File: config.mk
export PLATFORM = sky130hd
export DESIGN_NAME = fp_addsub_seq
export DESIGN_NICKNAME = d
export VERILOG_FILES = /design/src/rtl/fp_addsub_seq.sv
export SDC_FILE = /design/constraint.sdc
export NUM_CORES = 1
export LEC_CHECK = 0
export ABC_AREA = 1
export BUFFER_PORTS_ARGS = -buffer_cell sky130_fd_sc_hd__buf_4
export CAP_MARGIN = 25
export CORE_ASPECT_RATIO = 0.5
export CORE_MARGIN = 10
export CORE_UTILIZATION = 30
export DETAILED_ROUTE_END_ITERATION = 8
export MAX_ROUTING_LAYER = met4
export PLACE_DENSITY = 0.46
export SYNTH_ARGS = -nofsm -noshare
export SYNTH_HDL_FRONTEND = slang
export SYNTH_SLANG_ARGS = --single-unit
File: constraint.sdc
create_clock -name clk -period 4 [get_ports clk]
set_input_delay 0.2 -clock clk [delete_from_list [all_inputs] [get_ports clk]]
set_output_delay 0.2 -clock clk [all_outputs]
set_load 0.02 [all_outputs]
File: src/rtl/fp_addsub_seq.sv
// Multi-cycle IEEE-754 single-precision add/subtract: IDLE -> ALIGN -> ADD -> NORM -> DONE.
// Optional FP_SPECIALS_EN decodes exp==255 operands as inf/NaN; otherwise they are ordinary finite values.

module right_shift (
  input  logic [23:0] din,
  input  logic [4:0]  shamt,
  output logic [23:0] dout
);
  always_comb begin
    dout = din;
    for (int unsigned i = 0; i < 5; i++)
      if (shamt[i]) dout = dout >> (1 << i);
  end
endmodule

module left_shift (
  input  logic [24:0] din,
  input  logic [4:0]  shamt,
  output logic [24:0] dout
);
  always_comb begin
    dout = din;
    for (int unsigned i = 0; i < 5; i++)
      if (shamt[i]) dout = dout << (1 << i);
  end
endmodule

module fp_addsub_seq (
  input  logic        clk,
  input  logic        rst_n,
  input  logic        in_valid,
  output logic        in_ready,
  input  logic [31:0] a,
  input  logic [31:0] b,
  input  logic        op,
  output logic        out_valid,
  input  logic        out_ready,
  output logic [31:0] result,
  output logic        busy
);
  typedef enum logic [2:0] {IDLE, ALIGN, ADD, NORM, DONE} state_t;

  state_t      state, state_nx;
  logic [31:0] a_r, b_r;
  logic [23:0] ml_r, ms_r;
  logic [7:0]  exp_r;
  logic        sign_r, sub_r;
  logic [24:0] sum_r;
  logic [31:0] result_r;
`ifdef FP_SPECIALS_EN
  logic        spec_r;
  logic [31:0] spec_val_r;
  logic        spec_hit;
  logic [31:0] spec_val;
`endif

  // ALIGN: order by magnitude (ties keep A as the larger) and align the smaller mantissa
  logic        a_big;
  logic [31:0] l_op, s_op;
  logic [23:0] m_l, m_s_raw, m_s_sh, m_s_al;
  logic [7:0]  d;

  always_comb begin
    a_big   = (a_r[30:0] >= b_r[30:0]);
    l_op    = a_big ? a_r : b_r;
    s_op    = a_big ? b_r : a_r;
    m_l     = (l_op[30:23] == 8'd0) ? '0 : {1'b1, l_op[22:0]};
    m_s_raw = (s_op[30:23] == 8'd0) ? '0 : {1'b1, s_op[22:0]};
    d       = l_op[30:23] - s_op[30:23];
  end

  right_shift u_rsh (.din(m_s_raw), .shamt(d[4:0]), .dout(m_s_sh));

  assign m_s_al = (d >= 8'd24) ? '0 : m_s_sh;

`ifdef FP_SPECIALS_EN
  logic a_nan, b_nan, a_inf, b_inf;
  always_comb begin
    a_nan    = (a_r[30:23] == 8'hFF) && (a_r[22:0] != '0);
    b_nan    = (b_r[30:23] == 8'hFF) && (b_r[22:0] != '0);
    a_inf    = (a_r[30:23] == 8'hFF) && (a_r[22:0] == '0);
    b_inf    = (b_r[30:23] == 8'hFF) && (b_r[22:0] == '0);
    spec_hit = a_nan || b_nan || a_inf || b_inf;
    spec_val = '0;
    if (a_nan || b_nan)      spec_val = 32'h7FC0_0000;
    else if (a_inf && b_inf) spec_val = (a_r[31] != b_r[31]) ? 32'h7FC0_0000 : a_r;
    else if (a_inf)          spec_val = a_r;
    else if (b_inf)          spec_val = b_r;
  end
`endif

  // NORM: leading-zero count of sum[23:0], then left shift into place
  logic [4:0]  z;
  logic        hit;
  logic [24:0] lsh;
  logic [1:0]  unused_lsh;
  logic [8:0]  e_inc;
  logic [7:0]  e_sub;
  logic [31:0] norm_res;

  always_comb begin
    z   = '0;
    hit = 1'b0;
    for (int unsigned i = 0; i < 24; i++)
      if (!hit && sum_r[23 - i]) begin
        z   = 5'(i);
        hit = 1'b1;
      end
  end

  left_shift u_lsh (.din(sum_r), .shamt(z), .dout(lsh));

  assign unused_lsh = lsh[24:23];

  always_comb begin
    e_inc    = {1'b0, exp_r} + 9'd1;
    e_sub    = exp_r - {3'b0, z};
    norm_res = '0;
    if (sum_r == '0)
      norm_res = '0;
    else if (sum_r[24])
      norm_res = (e_inc >= 9'd255) ? {sign_r, 8'hFF, 23'b0} : {sign_r, e_inc[7:0], sum_r[23:1]};
    else if (exp_r <= {3'b0, z})
      norm_res = {sign_r, 31'b0};
    else if (e_sub == 8'hFF)
      norm_res = {sign_r, 8'hFF, 23'b0};
    else
      norm_res = {sign_r, e_sub, lsh[22:0]};
`ifdef FP_SPECIALS_EN
    if (spec_r) norm_res = spec_val_r;
`endif
  end

  always_ff @(posedge clk or negedge rst_n) begin
    if (!rst_n) state <= IDLE;
    else        state <= state_nx;
  end

  always_comb begin
    state_nx = state;
    unique case (state)
      IDLE:    if (in_valid) state_nx = ALIGN;
      ALIGN:   state_nx = ADD;
      ADD:     state_nx = NORM;
      NORM:    state_nx = DONE;
      DONE:    if (out_ready) state_nx = IDLE;
      default: state_nx = IDLE;
    endcase
  end

  always_ff @(posedge clk or negedge rst_n) begin
    if (!rst_n) begin
      a_r        <= '0;
      b_r        <= '0;
      ml_r       <= '0;
      ms_r       <= '0;
      exp_r      <= '0;
      sign_r     <= 1'b0;
      sub_r      <= 1'b0;
      sum_r      <= '0;
      result_r   <= '0;
`ifdef FP_SPECIALS_EN
      spec_r     <= 1'b0;
      spec_val_r <= '0;
`endif
    end else begin
      unique case (state)
        IDLE: if (in_valid) begin
          a_r <= a;
          b_r <= {b[31] ^ op, b[30:0]};
        end
        ALIGN: begin
          ml_r   <= m_l;
          ms_r   <= m_s_al;
          exp_r  <= l_op[30:23];
          sign_r <= l_op[31];
          sub_r  <= l_op[31] ^ s_op[31];
`ifdef FP_SPECIALS_EN
          spec_r     <= spec_hit;
          spec_val_r <= spec_val;
`endif
        end
        ADD:  sum_r <= sub_r ? ({1'b0, ml_r} - {1'b0, ms_r}) : ({1'b0, ml_r} + {1'b0, ms_r});
        NORM: result_r <= norm_res;
        default: ;
      endcase
    end
  end

  assign in_ready  = (state == IDLE);
  assign busy      = (state != IDLE);
  assign out_valid = (state == DONE);
  assign result    = result_r;
endmodule

* Word-level counts from Yosys, hierarchy flattened
Index checks and enable logic that the tools add are counted.
** Word-level totals
- Register bits :: 182
- Latch bits :: 0
- Memory bits (writable) :: 0
- Bits in read-only memories :: 0
- Output and inout port bits :: 35
- Word-level logic and storage cells :: 151
- Memories kept :: 0
** Cells by class
- Add/sub/neg operators :: 5
- $mul :: 0
- Divide/modulo/power cells :: 0
- Order comparisons :: 4
- Equality and inequality tests :: 7
- Shift operators :: 0
- Mux-type cells :: 70
- Bitwise gates (word level) :: 2
- Reduce and logical (&&, ||, !) cells :: 53
** Operators with widths (number)
- 24-bit two-way mux :: 8
- 31-bit two-way mux :: 4
- 23-bit two-way mux :: 5
- 5-bit two-way mux :: 22
- 32-bit two-way mux :: 3
- 31-bit greater-or-equal comparator :: 1
- 24-bit by 24-bit adder with 25-bit output :: 1
- 25-bit logical NOT :: 1
- 25-bit two-way mux :: 1
- 24-bit by 24-bit subtractor with 25-bit output :: 1
- 1-bit two-way mux :: 24
- 1-bit logical AND :: 23
- 1-bit logical NOT :: 23
- 8-bit logical NOT :: 2
- 3-bit one-hot mux with 5 select lines :: 1
- 8-bit by 1-bit adder with 9-bit output (second input constant) :: 1
- 9-bit by 8-bit greater-or-equal comparator with 1-bit output (second input constant) :: 1
- 8-bit equality test (second input constant) :: 1
- 8-bit by 5-bit greater-or-equal comparator with 1-bit output (second input constant) :: 1
- 8-bit by 5-bit less-or-equal comparator with 1-bit output :: 1
- 8-bit by 5-bit subtractor with 8-bit output :: 1
- 8-bit subtractor :: 1
- 3-bit by 2-bit equality test with 1-bit output (second input constant) :: 2
- 3-bit two-way mux :: 2
- other kinds (8) :: 10

* Depth between registers and ports, before layout
Gate-level depths: netlist of run 1.
- Word-level depth :: 79
- Gate-level depth with buffers :: 33
- Gate-level depth less buffers :: 32

* Hierarchy
Synthesis of run 1 repeated with hierarchy kept, for this count alone.
** Second synthesis, totals
- Cell total of the unflattened synthesis :: 2142
- Area total of the unflattened synthesis :: 14383.8 um^2
** Modules (own cells, without submodules)
- fp_addsub_seq :: instances 1, cells an instance 1621, area an instance 11945.2 um^2
- left_shift :: instances 1, cells an instance 265, area an instance 1288.7 um^2
- right_shift :: instances 1, cells an instance 256, area an instance 1149.9 um^2

* Worst setup path after synthesis of run 1
Ideal clock, no wire load.
- Path type :: register to register
- Start point :: register sum_r[21]
- End point :: register result_r[14], in the netlist result[14]
- Library setup time :: 66 ps
- Arrival :: 3990 ps
- Required time :: 3934 ps
- Path slack :: -56 ps
- Cell stages (with the launch flop) :: 29
- Buffers on the path :: 1
- Clock period less this slack :: 4056 ps
- Cell sequence :: dfrtp_1 nor2_2 nand2_1 nor3_2 nand2_1 nor2_1 nand3_1 nand4_1 nand2_2 nand2_4 buf_4 ha_1 inv_1 fa_1 a21oi_1 o21ai_0 nand2_1 nand2_1 xor2_1 inv_1 nand3_1 nor2_1 nor2_2 nand2_1 nor2_2 inv_1 o211ai_1 nand3_1 nand2_1
** Between the ends
- Word-level cells in the longest chain between the ends :: 74
- Elaborated cells on any way between the ends :: 99
- Classes of those cells :: add/sub: 1; order compare: 1; eq/ne: 1; mux: 52; reduce/logical: 44
** Ends and longest elaborated chain
- start: declaration :: line 48 : logic [24:0] sum_r;
- start signal: assignment :: line 183 : ADD: sum_r <= sub_r ? ({1'b0, ml_r} - {1'b0, ms_r}) : ({1'b0, ml_r} + {1'b0, ms_r});
- branches (longest 73 deep; another with 1-bit logical AND)
- 32-bit two-way mux * :: line 119 : if (sum_r == '0)
- end signal: assignment :: line 184 : NORM: result_r <= norm_res;
- end: declaration :: line 49 : logic [31:0] result_r;
Mark *: on every way between the ends.
A chain may end at the register's enable or synchronous reset.

* Worst setup path after layout of run 1
- Start point :: register sum_r[20]
- End point :: register result_r[3], in the netlist result[3]
** Between the ends
- Word-level cells in the longest chain between the ends :: 71
- Elaborated cells on any way between the ends :: 95
- Classes of those cells :: add/sub: 1; order compare: 1; eq/ne: 1; mux: 50; reduce/logical: 42
** Ends and longest elaborated chain (line)
- branches (longest 70 deep; another with 1-bit logical AND)
- 32-bit two-way mux * :: 119
Marks and branches as above.

==> impl_metrics.json, run 1 <==
{
  "setup_total_negative_slack_ps": 0,
  "cts_made_buffers": 17,
  "largest_net_degree_at_the_start_of_global_routing": 106,
  "final-setup-viol-count": 0,
  "synth.yosys.seq_area_share_pct": 33.0,
  "transition_time_at_the_pin_with_the_least_slew_margin_ps": 863,
  "route.antenna.remaining_nets": 0,
  "worst_r2r_startpoint": "sum_r[20]",
  "fillers": 4926,
  "worst_clock_skew_on_the_final_layout_ps": 12.5,
  "run_status": "completed",
  "path_class": "register to register",
  "synth_warnings": 0,
  "die_x_um": 323,
  "finalCriticalPeriod_ps": 3820,
  "syn_nets": 2218,
  "antenna_found_initial": 0,
  "synth_seq_cells": 182,
  "initial_standard_cell_utilization_of_the_core_pct": 30.5,
  "cts-htree-levels": 4,
  "area_of_the_multi_input_gates_mm2": 0.00842,
  "cts_max_path_buffers": 2,
  "clkTransAtPathRegs_ps": 80,
  "fmaxAchievable_mhz": 262,
  "synthesis.area_per_instance_um2": 6.63,
  "finish.net_count": 2403,
  "critical_path.endpoint_type": "register",
  "count_of_buffers_inserted_at_the_top_level_ports": 103,
  "yosys.cell_types.count": 47,
  "min_path_type": "input pin to register",
  "placementRows": 55,
  "max_slew_margin_pct": 42.4,
  "synth_instances": 2082,
  "dp_hpwl_um": 35500,
  "worst_setup_path_endpoint": "result[3]",
  "worst-endpoint-required_ps": 4410,
  "drt_pre_antenna_iters": 7,
  "clkLatencyLatePin_ps": 470,
  "gr-usage-all-layers_pct": 17.3,
  "start_kind": "register",
  "antenna_cells_inserted": 0,
  "number_of_clock_sinks": 182,
  "cts-root-buf": "sky130_fd_sc_hd__clkbuf_16",
  "ios": 104,
  "tritoncts_clock_tree": "built",
  "seq_cell_area_mm2": 0.00455,
  "max_cap_violations": 0,
  "grt_pass1_vias": 13300,
  "synth_area_mm2": 0.0138,
  "grt_pass1_wl_um": 74700,
  "syn_to_final_growth_pct": 24.9,
  "die-height_um": 172,
  "crit-reg2reg-capture": "result[3]",
  "slew_viol_final": 0,
  "iteration_0_drc_count_of_the_detailed_router": 1186,
  "design.die.area_mm2": 0.0555,
  "drt-vias-per-instance": 4.80,
  "regToRegSetupSlack_ps": 180,
  "timing.critical_path.arrival_ps": 4230,
  "drc_errors": 0,
  "hold_viol": 0,
  "rsz_0062_raised_after_global_routing": "yes",
  "count_of_placed_standard_cells_in_the_final_layout_fillers_left_out": 2878,
  "r2r.worst_path.cells": 27,
  "timing.critical_path.from": "sum_r[20]",
  "core_area_mm2": 0.0453,
  "critical_path_peak_fanout": 4,
  "cells_after_dpl": 2767,
  "routed_wirelength_um": 46100,
  "layout-drive-gt1-share_pct": 14.7,
  "routed-via-count": 13800,
  "globalRoute.totalOverflow": 0,
  "routedWlPerCell_um": 16.0,
  "routabilityCongestion": 0.905,
  "final.period_utilization_pct": 95.5
}
[cell usage after synthesis, drive strengths merged]
| cell type | count | share of area, % |
|---|---|---|
| clkbuf | 60 | 1.6 |
| o41ai | 2 | 0.18 |
| nand2 | 716 | 20 |
| buf | 33 | 1.5 |
| dfrtp | 182 | 33 |
| a31oi | 7 | 0.32 |
| o211ai | 4 | 0.22 |
| inv | 191 | 5.2 |
| nor3b | 1 | 0.054 |
| or2 | 6 | 0.27 |
| a22oi | 1 | 0.054 |
| nand3 | 288 | 11 |
| nand3b | 6 | 0.33 |
| clkinv | 4 | 0.11 |
| nand4 | 14 | 0.68 |
| o22ai | 7 | 0.50 |
| a21o | 1 | 0.054 |
| nor2 | 103 | 2.9 |
| ha | 65 | 5.9 |
| xor2 | 33 | 2.1 |
| nor4 | 4 | 0.18 |
| a22o | 4 | 0.25 |
| o221ai | 5 | 0.32 |
| nor3 | 19 | 0.73 |
| a21boi | 1 | 0.054 |
| a2111oi | 1 | 0.064 |
| xnor2 | 19 | 1.3 |
| fa | 2 | 0.29 |
| a21oi | 75 | 2.7 |
| o31ai | 7 | 0.38 |
| a211oi | 1 | 0.054 |
| o21ai | 220 | 8.2 |
[routing by layer]
metal | part of all wire, % | track usage, %
met4 | 1.1 | 3.65
met2 | 42 | 24.3
met5 | 0 | -
met1 | 54 | 25.7
met3 | 3.6 | 2.42
[critical path: stages, from the launching register on]
cell and delay [ps]:
sky130_fd_sc_hd__dfrtp_1 390, sky130_fd_sc_hd__nor2_2 140, sky130_fd_sc_hd__nand2_2 110, sky130_fd_sc_hd__nor3_4 230, sky130_fd_sc_hd__nand2_2 120, sky130_fd_sc_hd__nor2_2 130
sky130_fd_sc_hd__nand3_1 90, sky130_fd_sc_hd__nand4_1 160, sky130_fd_sc_hd__nand2_2 100, sky130_fd_sc_hd__nand2_4 100, sky130_fd_sc_hd__ha_4 120, sky130_fd_sc_hd__inv_2 40
sky130_fd_sc_hd__fa_2 380, sky130_fd_sc_hd__a21oi_2 140, sky130_fd_sc_hd__o21ai_2 80, sky130_fd_sc_hd__nand2_1 80, sky130_fd_sc_hd__nand2_2 60, sky130_fd_sc_hd__xor2_1 120
sky130_fd_sc_hd__inv_1 80, sky130_fd_sc_hd__nand3_2 90, sky130_fd_sc_hd__nor2_4 40, sky130_fd_sc_hd__nor2_4 170, sky130_fd_sc_hd__nand2_4 90, sky130_fd_sc_hd__nor2_4 210
sky130_fd_sc_hd__buf_6 140, sky130_fd_sc_hd__nand2_1 50, sky130_fd_sc_hd__a21oi_1 140, sky130_fd_sc_hd__a22o_1 150
[state kept, by name, indices dropped and copies added (netlist names)]
| register | cells |
|---|---|
| ms_r | 24 |
| state | 3 |
| ml_r | 24 |
| b_r | 32 |
| sign_r | 1 |
| result | 32 |
| sub_r | 1 |
| sum_r | 25 |
| exp_r | 8 |
| a_r | 32 |
[cells in the final DEF (no fill, tap or decap), types with 4 or more instances in the layout]
cell type                       count
sky130_fd_sc_hd__nand2_1          693
sky130_fd_sc_hd__nand3_1          275
sky130_fd_sc_hd__o21ai_0          188
sky130_fd_sc_hd__inv_1            184
sky130_fd_sc_hd__buf_4            184
sky130_fd_sc_hd__dfrtp_1          182
sky130_fd_sc_hd__nor2_1            88
sky130_fd_sc_hd__a21oi_1           68
sky130_fd_sc_hd__dlygate4sd3_1     64
sky130_fd_sc_hd__ha_1              58
sky130_fd_sc_hd__xor2_1            31
sky130_fd_sc_hd__o21ai_1           20
sky130_fd_sc_hd__xnor2_1           18
sky130_fd_sc_hd__nand2_2           17
sky130_fd_sc_hd__clkbuf_16         17
sky130_fd_sc_hd__nor3_1            13
sky130_fd_sc_hd__nand4_1           13
sky130_fd_sc_hd__nand3_2           12
sky130_fd_sc_hd__o21ai_2           11
sky130_fd_sc_hd__nor2_2             8
sky130_fd_sc_hd__nor2_4             7
sky130_fd_sc_hd__o31ai_1            7
sky130_fd_sc_hd__a21oi_2            7
sky130_fd_sc_hd__a31oi_1            6
sky130_fd_sc_hd__or2_2              6
sky130_fd_sc_hd__nand2_4            6
sky130_fd_sc_hd__nand3b_1           6
sky130_fd_sc_hd__buf_6              6
sky130_fd_sc_hd__nor3_2             5
sky130_fd_sc_hd__o221ai_1           5
sky130_fd_sc_hd__inv_8              5
sky130_fd_sc_hd__inv_2              4
sky130_fd_sc_hd__clkinv_1           4
sky130_fd_sc_hd__a22o_1             4
sky130_fd_sc_hd__o211ai_1           4
sky130_fd_sc_hd__o22ai_2            4
sky130_fd_sc_hd__ha_2               4
[area by class of cell]
cell class | count | share of cell area (%)
clock buffers | 19 | 2.63
clock inverters | 13 | 0.893
well taps | 598 | 4.34
inverters | 195 | 4.29
flip-flops and latches | 182 | 26.4
multi-input cells | 1613 | 48.9
repair buffers | 258 | 12.6
[repair_timing]
action,in CTS,in global routing
endpoints found under the setup margin,3,51
hold buffers,64,0
setup buffers,0,14
hold endpoints to repair,160,0
gates cloned,0,1
gates resized for setup,1,90
pin swaps,0,42
[per-stage QoR]
| stage | utilization (%) | hold slack, ps | area (um^2) | setup WS [ps] |
|---|---|---|---|---|
| 6_report | 38.0 | 33.1 | 17200 | 180 |
| 5_1_grt | 38.0 | 73.1 | 17200 | -136 |
| 4_1_cts | 37.1 | 15.5 | 16800 | 14.2 |
| 3_5_place_dp | 34.3 | 357 | 15500 | 17.4 |
| 3_3_place_gp | 34.3 | 352 | 15500 | 7.80 |
| 2_1_floorplan | - | -95.6 | 13800 | 14.1 |
[cell families after synthesis]
family,Yosys count,synth area share (%)
and+or+nand+nor,1157,35.6
AOI/OAI and AO/OA,336,13.4
buffers and inverters,288,8.45
DFF,182,33.0
adders and majority gates,67,6.19
xor gates and xnor gates,52,3.36
[how the worst min path moves through the flow]
stage,startpoint,cells past startpoint,end
floorplan,rst_n,0,a_r[0]
global route,in_valid,3,state[0]
detailed placement,rst_n,1,a_r[21]
global placement,rst_n,1,a_r[21]
finish,b[31],4,b_r[31]
CTS,b[31],4,b_r[31]
Power of run 1 is left out: the tool's default activity adds up to more than one toggle a clock period on the data nets, which glitch-free logic cannot reach.
==> run 2, diff against run 1 <==
--- a/config.mk
+++ b/config.mk
@@ -5,7 +5,7 @@
 export SDC_FILE = /design/constraint.sdc
 export NUM_CORES = 1
 export LEC_CHECK = 0
-export ABC_AREA = 1
+export ABC_AREA = 0
 export BUFFER_PORTS_ARGS = -buffer_cell sky130_fd_sc_hd__buf_4
 export CAP_MARGIN = 25
 export CORE_ASPECT_RATIO = 0.5
==> run 2 against run 1 <==
  * The flow now finishes with violations (setup timing)
  * Cell count down 11%
  * Fmax down 8.4%
  * Register-to-register slack worse by 350 ps
  * Global-route usage up 1.2 points
  * Via count down 3.1%
  * Sequential share of layout area down 3.1 points
  * First-iteration DRC count down 26%
  * Non-clock buffer count up 250
  * Die area down 2.0%
  * Area after synthesis down 2.1%
  * Critical path type unchanged
  * Critical endpoint is now result[13]
==> impl_metrics.json, run 2 <==
{
  "synth_seq_cells": 182,
  "final.setup.worst_slack_ps": -170,
  "syn_nets": 1659,
  "worst_path_dominant_cell_family": "compound AO/OA/AOI/OAI gates",
  "crit_path_cell_trace": "or4_4, nor3_4, a21boi_4, o41ai_4, a21oi_2, nor2_4, inv_4, ha_4, inv_2, fa_2, a21oi_2, nor2_1, nor2_2, xnor2_2, o2111ai_2, o31ai_4, buf_6, buf_4, nor4_4, buf_4, a31o_2",
  "gr-usage-met2_pct": 28.4,
  "globalRoute.totalOverflow": 0,
  "routedWlPerCell_um": 19.4,
  "asyncSetResetFlopFracSynth_pct": 100,
  "finish.net_count": 2096,
  "min_path_type": "input pin to register",
  "critical_path_peak_fanout": 5,
  "slew_viol_final": 0,
  "post-route-util_pct": 44.3,
  "routed_wirelength_um": 49600,
  "yosys-top-cells-count": "sky130_fd_sc_hd__nand2_1 (188), sky130_fd_sc_hd__dfrtp_1 (182), sky130_fd_sc_hd__o21ai_0 (146)",
  "route.antenna.remaining_nets": 0,
  "start_kind": "register",
  "yosysTopAreaCellShare_pct": 33.7,
  "fmaxAchievable_mhz": 240,
  "synth.top_cells.by_area": "sky130_fd_sc_hd__dfrtp_1 (34%), sky130_fd_sc_hd__ha_1 (6.0%), sky130_fd_sc_hd__o21ai_0 (5.4%), sky130_fd_sc_hd__nand2_1 (5.2%), sky130_fd_sc_hd__mux2i_1 (4.6%)",
  "rsz_0062_raised_after_global_routing": "yes",
  "layout.cells.most_common": "sky130_fd_sc_hd__buf_4",
  "timing.critical_path.depth": 21,
  "synth_instances": 1523,
  "cts_made_buffers": 17,
  "final_cell_mix": "sky130_fd_sc_hd__buf_4 (411), sky130_fd_sc_hd__nand2_1 (182), sky130_fd_sc_hd__dfrtp_1 (182)",
  "synth_warnings": 0,
  "worst_clock_skew_on_the_final_layout_ps": 14.8,
  "fin_area_mm2": 0.0195,
  "worst_r2r_startpoint": "sum_r[9]",
  "layout-drive-gt1-share_pct": 35.1,
  "cts-htree-levels": 4,
  "run_status": "complete, but fails checks",
  "synth-main-ff-cell": "sky130_fd_sc_hd__dfrtp_1",
  "routed-via-count": 13400,
  "critical_path.endpoint_type": "register",
  "grt_pass1_wl_um": 77900,
  "initial_standard_cell_utilization_of_the_core_pct": 30.7,
  "placementRows": 54,
  "slowest_stage": "sky130_fd_sc_hd__or4_4",
  "met1_capacity_usage_during_global_routing_pct": 25.3,
  "routabilityCongestion": 0.902,
  "transition_time_at_the_pin_with_the_least_slew_margin_ps": 911,
  "drt_pre_antenna_iters": 5,
  "max_stage_delay_ps": 560,
  "worstHoldEndpoint": "b_r[4]",
  "yosys.cell_types.count": 98,
  "hold_path_startpoint": "b[4]",
  "iteration_0_drc_count_of_the_detailed_router": 878,
  "core_area_mm2": 0.0440,
  "synthesis.area_per_instance_um2": 8.86,
  "syn_to_final_growth_pct": 44.3,
  "drc_errors": 0,
  "worstHoldPathCells": 3,
  "die-height_um": 170,
  "synth_largest_area_cell": "sky130_fd_sc_hd__dfrtp_1",
  "grtUsageMet3_pct": 2.26,
  "max_slew_margin_pct": 39.3,
  "max_cap_violations": 0,
  "gr-max-usage-layer": "met2",
  "cts-root-buf": "sky130_fd_sc_hd__clkbuf_16",
  "path_class": "register to register",
  "clkTransAtPathRegs_ps": 80,
  "tritoncts_clock_tree": "built",
  "worst-endpoint-required_ps": 4350,
  "design.die.area_mm2": 0.0544,
  "number_of_clock_sinks": 182,
  "die_x_um": 320,
  "r2r.worst_path.cells": 21,
  "antenna_found_initial": 2,
  "hold_viol": 0,
  "regToRegSetupSlack_ps": -170,
  "cts_max_path_buffers": 2,
  "final.period_utilization_pct": 104,
  "crit-reg2reg-capture": "result[13]",
  "clkLatencyLatePin_ps": 470,
  "grt_pass1_vias": 13500,
  "dp_hpwl_um": 38200,
  "final-setup-viol-count": 29,
  "placement.cell_area_mm2": 0.0172,
  "post-synth-top-count-cell": "sky130_fd_sc_hd__nand2_1",
  "timing.critical_path.arrival_ps": 4520,
  "failing_checks": "setup timing",
  "gr-usage-all-layers_pct": 18.4,
  "worstPathBufferInverterCount": 5,
  "finalCriticalPeriod_ps": 4170,
  "edff_count_synth": 0,
  "synth.yosys.seq_area_share_pct": 33.7,
  "drt-vias-per-instance": 5.23,
  "antenna_cells_inserted": 0,
  "count_of_buffers_inserted_at_the_top_level_ports": 103,
  "ios": 104,
  "synth_area_mm2": 0.0135,
  "largest_net_degree_at_the_start_of_global_routing": 98
}
## run 2: final cells by class
cell class                 count  area (um^2)
clock buffer                  17          425
timing repair buffer         508         4140
multi-input combinational   1175         9130
tap                          588          736
sequential                   182         4550
fill                        4349        24500
inverter                      76          292
clock inverter                15          205
## run 2: per-layer routing
metal | vias to the layer above | wire [um]
met5 | - | 0
met4 | 0 | 1010
met3 | 56 | 1740
met2 | 300 | 22600
met1 | 6554 | 24300
li1 | 6477 | -
## run 2: how the worst max path moves through the flow
stage,from,to,slack [ps]
global placement,ms_r[2],sum_r[21],-280
detailed placement,sum_r[11],result[3],-360
CTS,sum_r[8],result[11],-220
floorplan,sum_r[11],result[22],-410
finish,sum_r[9],result[13],-170
global route,sum_r[9],result[11],-410
## run 2: worst reg2reg max path, delay by kind of cell, from the launching register on
family	cells	cell delay [ps]
AND/OR/NAND/NOR	6	1100
adder cells (fa/ha/maj)	2	470
buffers and inverters	5	590
AO/OA/AOI/OAI	7	1370
XOR/XNOR	1	150
flip-flops	1	380
## run 2: metrics by stage
stage	TNS (ps)	cells	worst slack, ps	hold WS (ps)
6_report	-2160	2561	-170	7.77
3_5_place_dp	-7630	2429	-362	349
4_1_cts	-4130	2551	-219	4.32
3_3_place_gp	-5510	2429	-284	339
5_1_grt	-10640	2561	-408	27.4
2_1_floorplan	-3180	1523	-413	-95.6
## run 2: what timing repair did
item	CTS	global route
cloned	3	0
gates resized for setup	92	74
hold buffers	67	0
pin swaps	64	42
endpoints found under the setup margin	53	61
setup buffers	23	11
endpoints found under the hold margin	159	0
## run 2: cell families after synthesis
logic type	count (synthesis)	share of synthesized area, %
compound gates	471	23.5
xor+xnor	51	3.42
fa+ha+maj	67	6.32
buf+inv	168	5.36
flops	182	33.7
mux	125	11.8
simple gates	459	15.9
Power of run 2 is left out for the same reason.
==> run 3, diff against run 2 <==
--- a/config.mk
+++ b/config.mk
@@ -17,3 +17,4 @@
 export SYNTH_ARGS = -nofsm -noshare
 export SYNTH_HDL_FRONTEND = slang
 export SYNTH_SLANG_ARGS = --single-unit
+export TNS_END_PERCENT = 50
==> run 3 against run 2 <==
  * The flow still finishes with violations (setup timing)
  * Critical path depth unchanged
  * Wire length increased by 0.62%
  * Non-clock buffer count increased by 24
  * Final area is 1.6% higher
  * Sequential cell count unchanged
==> impl_metrics.json, run 3 (synthesis results as in run 2) <==
{
  "path_class": "register to register",
  "pre_cts_ws_ps": -925,
  "routed_wirelength_um": 49900,
  "final.setup.worst_slack_ps": -214,
  "cts_made_buffers": 17,
  "ios": 104,
  "critical_path_peak_fanout": 6,
  "die_x_um": 320,
  "start_kind": "register",
  "syn_to_final_growth_pct": 46.7,
  "run_status": "complete, but fails checks",
  "layout.cells.most_common": "sky130_fd_sc_hd__buf_4",
  "critical_path.endpoint_type": "register",
  "grtUsageMet3_pct": 2.89,
  "die-height_um": 170,
  "routedWlPerCell_um": 19.3,
  "max_cap_violations": 0,
  "antenna_found_initial": 2,
  "globalRoute.totalOverflow": 0,
  "timing.critical_path.arrival_ps": 4580,
  "largest_net_degree_at_the_start_of_global_routing": 90,
  "count_of_buffers_inserted_at_the_top_level_ports": 103,
  "gr-usage-all-layers_pct": 18.5,
  "transition_time_at_the_pin_with_the_least_slew_margin_ps": 884,
  "clkLatencyLatePin_ps": 470,
  "gr-max-usage-layer": "met2",
  "route.antenna.remaining_nets": 0,
  "cts-root-buf": "sky130_fd_sc_hd__clkbuf_16",
  "max_slew_margin_pct": 41.1,
  "routed-via-count": 13500,
  "routabilityCongestion": 0.914,
  "fmaxAchievable_mhz": 237,
  "fillers": 4239,
  "drt-vias-per-instance": 5.21,
  "antenna_cells_inserted": 0,
  "worst-endpoint-required_ps": 4370,
  "cts-htree-levels": 4,
  "worst_clock_skew_on_the_final_layout_ps": 15.3,
  "finalCriticalPeriod_ps": 4210,
  "cts_max_path_buffers": 2,
  "layout-drive-gt1-share_pct": 37.1,
  "clkTransAtPathRegs_ps": 80,
  "design.die.area_mm2": 0.0544,
  "met1_capacity_usage_during_global_routing_pct": 25.2,
  "iteration_0_drc_count_of_the_detailed_router": 870,
  "hold_viol": 0,
  "rsz_0062_raised_after_global_routing": "yes",
  "grt_pass1_wl_um": 78100,
  "min_path_type": "input pin to asynchronous set/reset pin",
  "initial_standard_cell_utilization_of_the_core_pct": 30.7,
  "final.period_utilization_pct": 105,
  "grt_pass1_vias": 13700,
  "setup_total_negative_slack_ps": -3330,
  "drt_pre_antenna_iters": 5,
  "core_area_mm2": 0.0440,
  "placementRows": 54,
  "final-setup-viol-count": 30,
  "failing_checks": "setup timing",
  "dp_hpwl_um": 38200,
  "gr-usage-met2_pct": 28.5,
  "tritoncts_clock_tree": "built",
  "slew_viol_final": 0,
  "drc_errors": 0,
  "number_of_clock_sinks": 182,
  "final_cell_mix": "sky130_fd_sc_hd__buf_4 (432), sky130_fd_sc_hd__nand2_1 (181), sky130_fd_sc_hd__dfrtp_1 (181)",
  "finish.net_count": 2119
}
-- run 3: stage by stage --
stage	instances	hold slack, ps	util [%]	cell area [um^2]
CTS	2565	360	43.4	19100
global route	2584	394	45.0	19800
global placement	2439	291	39.0	17200
detailed placement	2439	305	39.0	17200
finish	2584	327	45.0	19800
floorplan	1523	-95.6	-	13600
-- run 3: path summary, 6_finish.rpt --
| check | startpoint | end | slack, ps | cells after the start |
|---|---|---|---|---|
| worst max-delay path | sum_r[11] | result[15] | -210 | 21 |
| worst min-delay path | rst_n | a_r[9] | 330 | 2 |
| worst max register to register | sum_r[11] | result[15] | -210 | 21 |
| worst min register to register | result[28] | result[28] | 480 | 2 |
| max in group asynchronous | rst_n | b_r[25] | 2520 | 3 |
| min in group clk | out_ready | state[2] | 470 | 3 |
-- run 3: metal layers --
| metal | part of all wire, % | routed length [um] |
|---|---|---|
| met1 | 49 | 24700 |
| met2 | 45 | 22700 |
| met3 | 3.5 | 1760 |
| met4 | 1.5 | 773 |
| met5 | 0 | 0 |
-- run 3: worst max-delay path: stages, from the launching register on --
cell	delay [ps]
sky130_fd_sc_hd__dfrtp_1	380
sky130_fd_sc_hd__or4_4	550
sky130_fd_sc_hd__nor3_4	210
sky130_fd_sc_hd__a21boi_4	240
sky130_fd_sc_hd__o41ai_4	80
sky130_fd_sc_hd__a21oi_2	210
sky130_fd_sc_hd__nor2_4	60
sky130_fd_sc_hd__inv_4	80
sky130_fd_sc_hd__ha_4	120
sky130_fd_sc_hd__inv_2	30
sky130_fd_sc_hd__fa_2	340
sky130_fd_sc_hd__a21oi_2	130
sky130_fd_sc_hd__nor2_1	60
sky130_fd_sc_hd__nor2_2	160
sky130_fd_sc_hd__xnor2_2	150
sky130_fd_sc_hd__o2111ai_2	160
sky130_fd_sc_hd__o31ai_4	400
sky130_fd_sc_hd__buf_6	190
sky130_fd_sc_hd__buf_12	100
sky130_fd_sc_hd__nor4_4	50
sky130_fd_sc_hd__buf_4	190
sky130_fd_sc_hd__a31o_2	200
-- run 3: layout make-up --
type,instances,area [um^2],area share (%)
Tap cell,588,736,3.72
Clock buffer,18,429,2.17
Timing Repair Buffer,532,4400,22.2
Sequential cell,182,4560,23.0
Multi-Input combinational cell,1174,9250,46.7
Inverter,76,292,1.47
Clock inverter,14,141,0.714
-- run 3: timing repair --
item / in CTS / in global routing
setup endpoints to repair: 77 / 65
setup buffers: 25 / 20
gates resized for setup: 98 / 119
pin swaps: 54 / 53
hold buffers: 68 / 0
cloned: 3 / 0
endpoints found under the hold margin: 152 / 0
Power of run 3 is left out for the same reason.
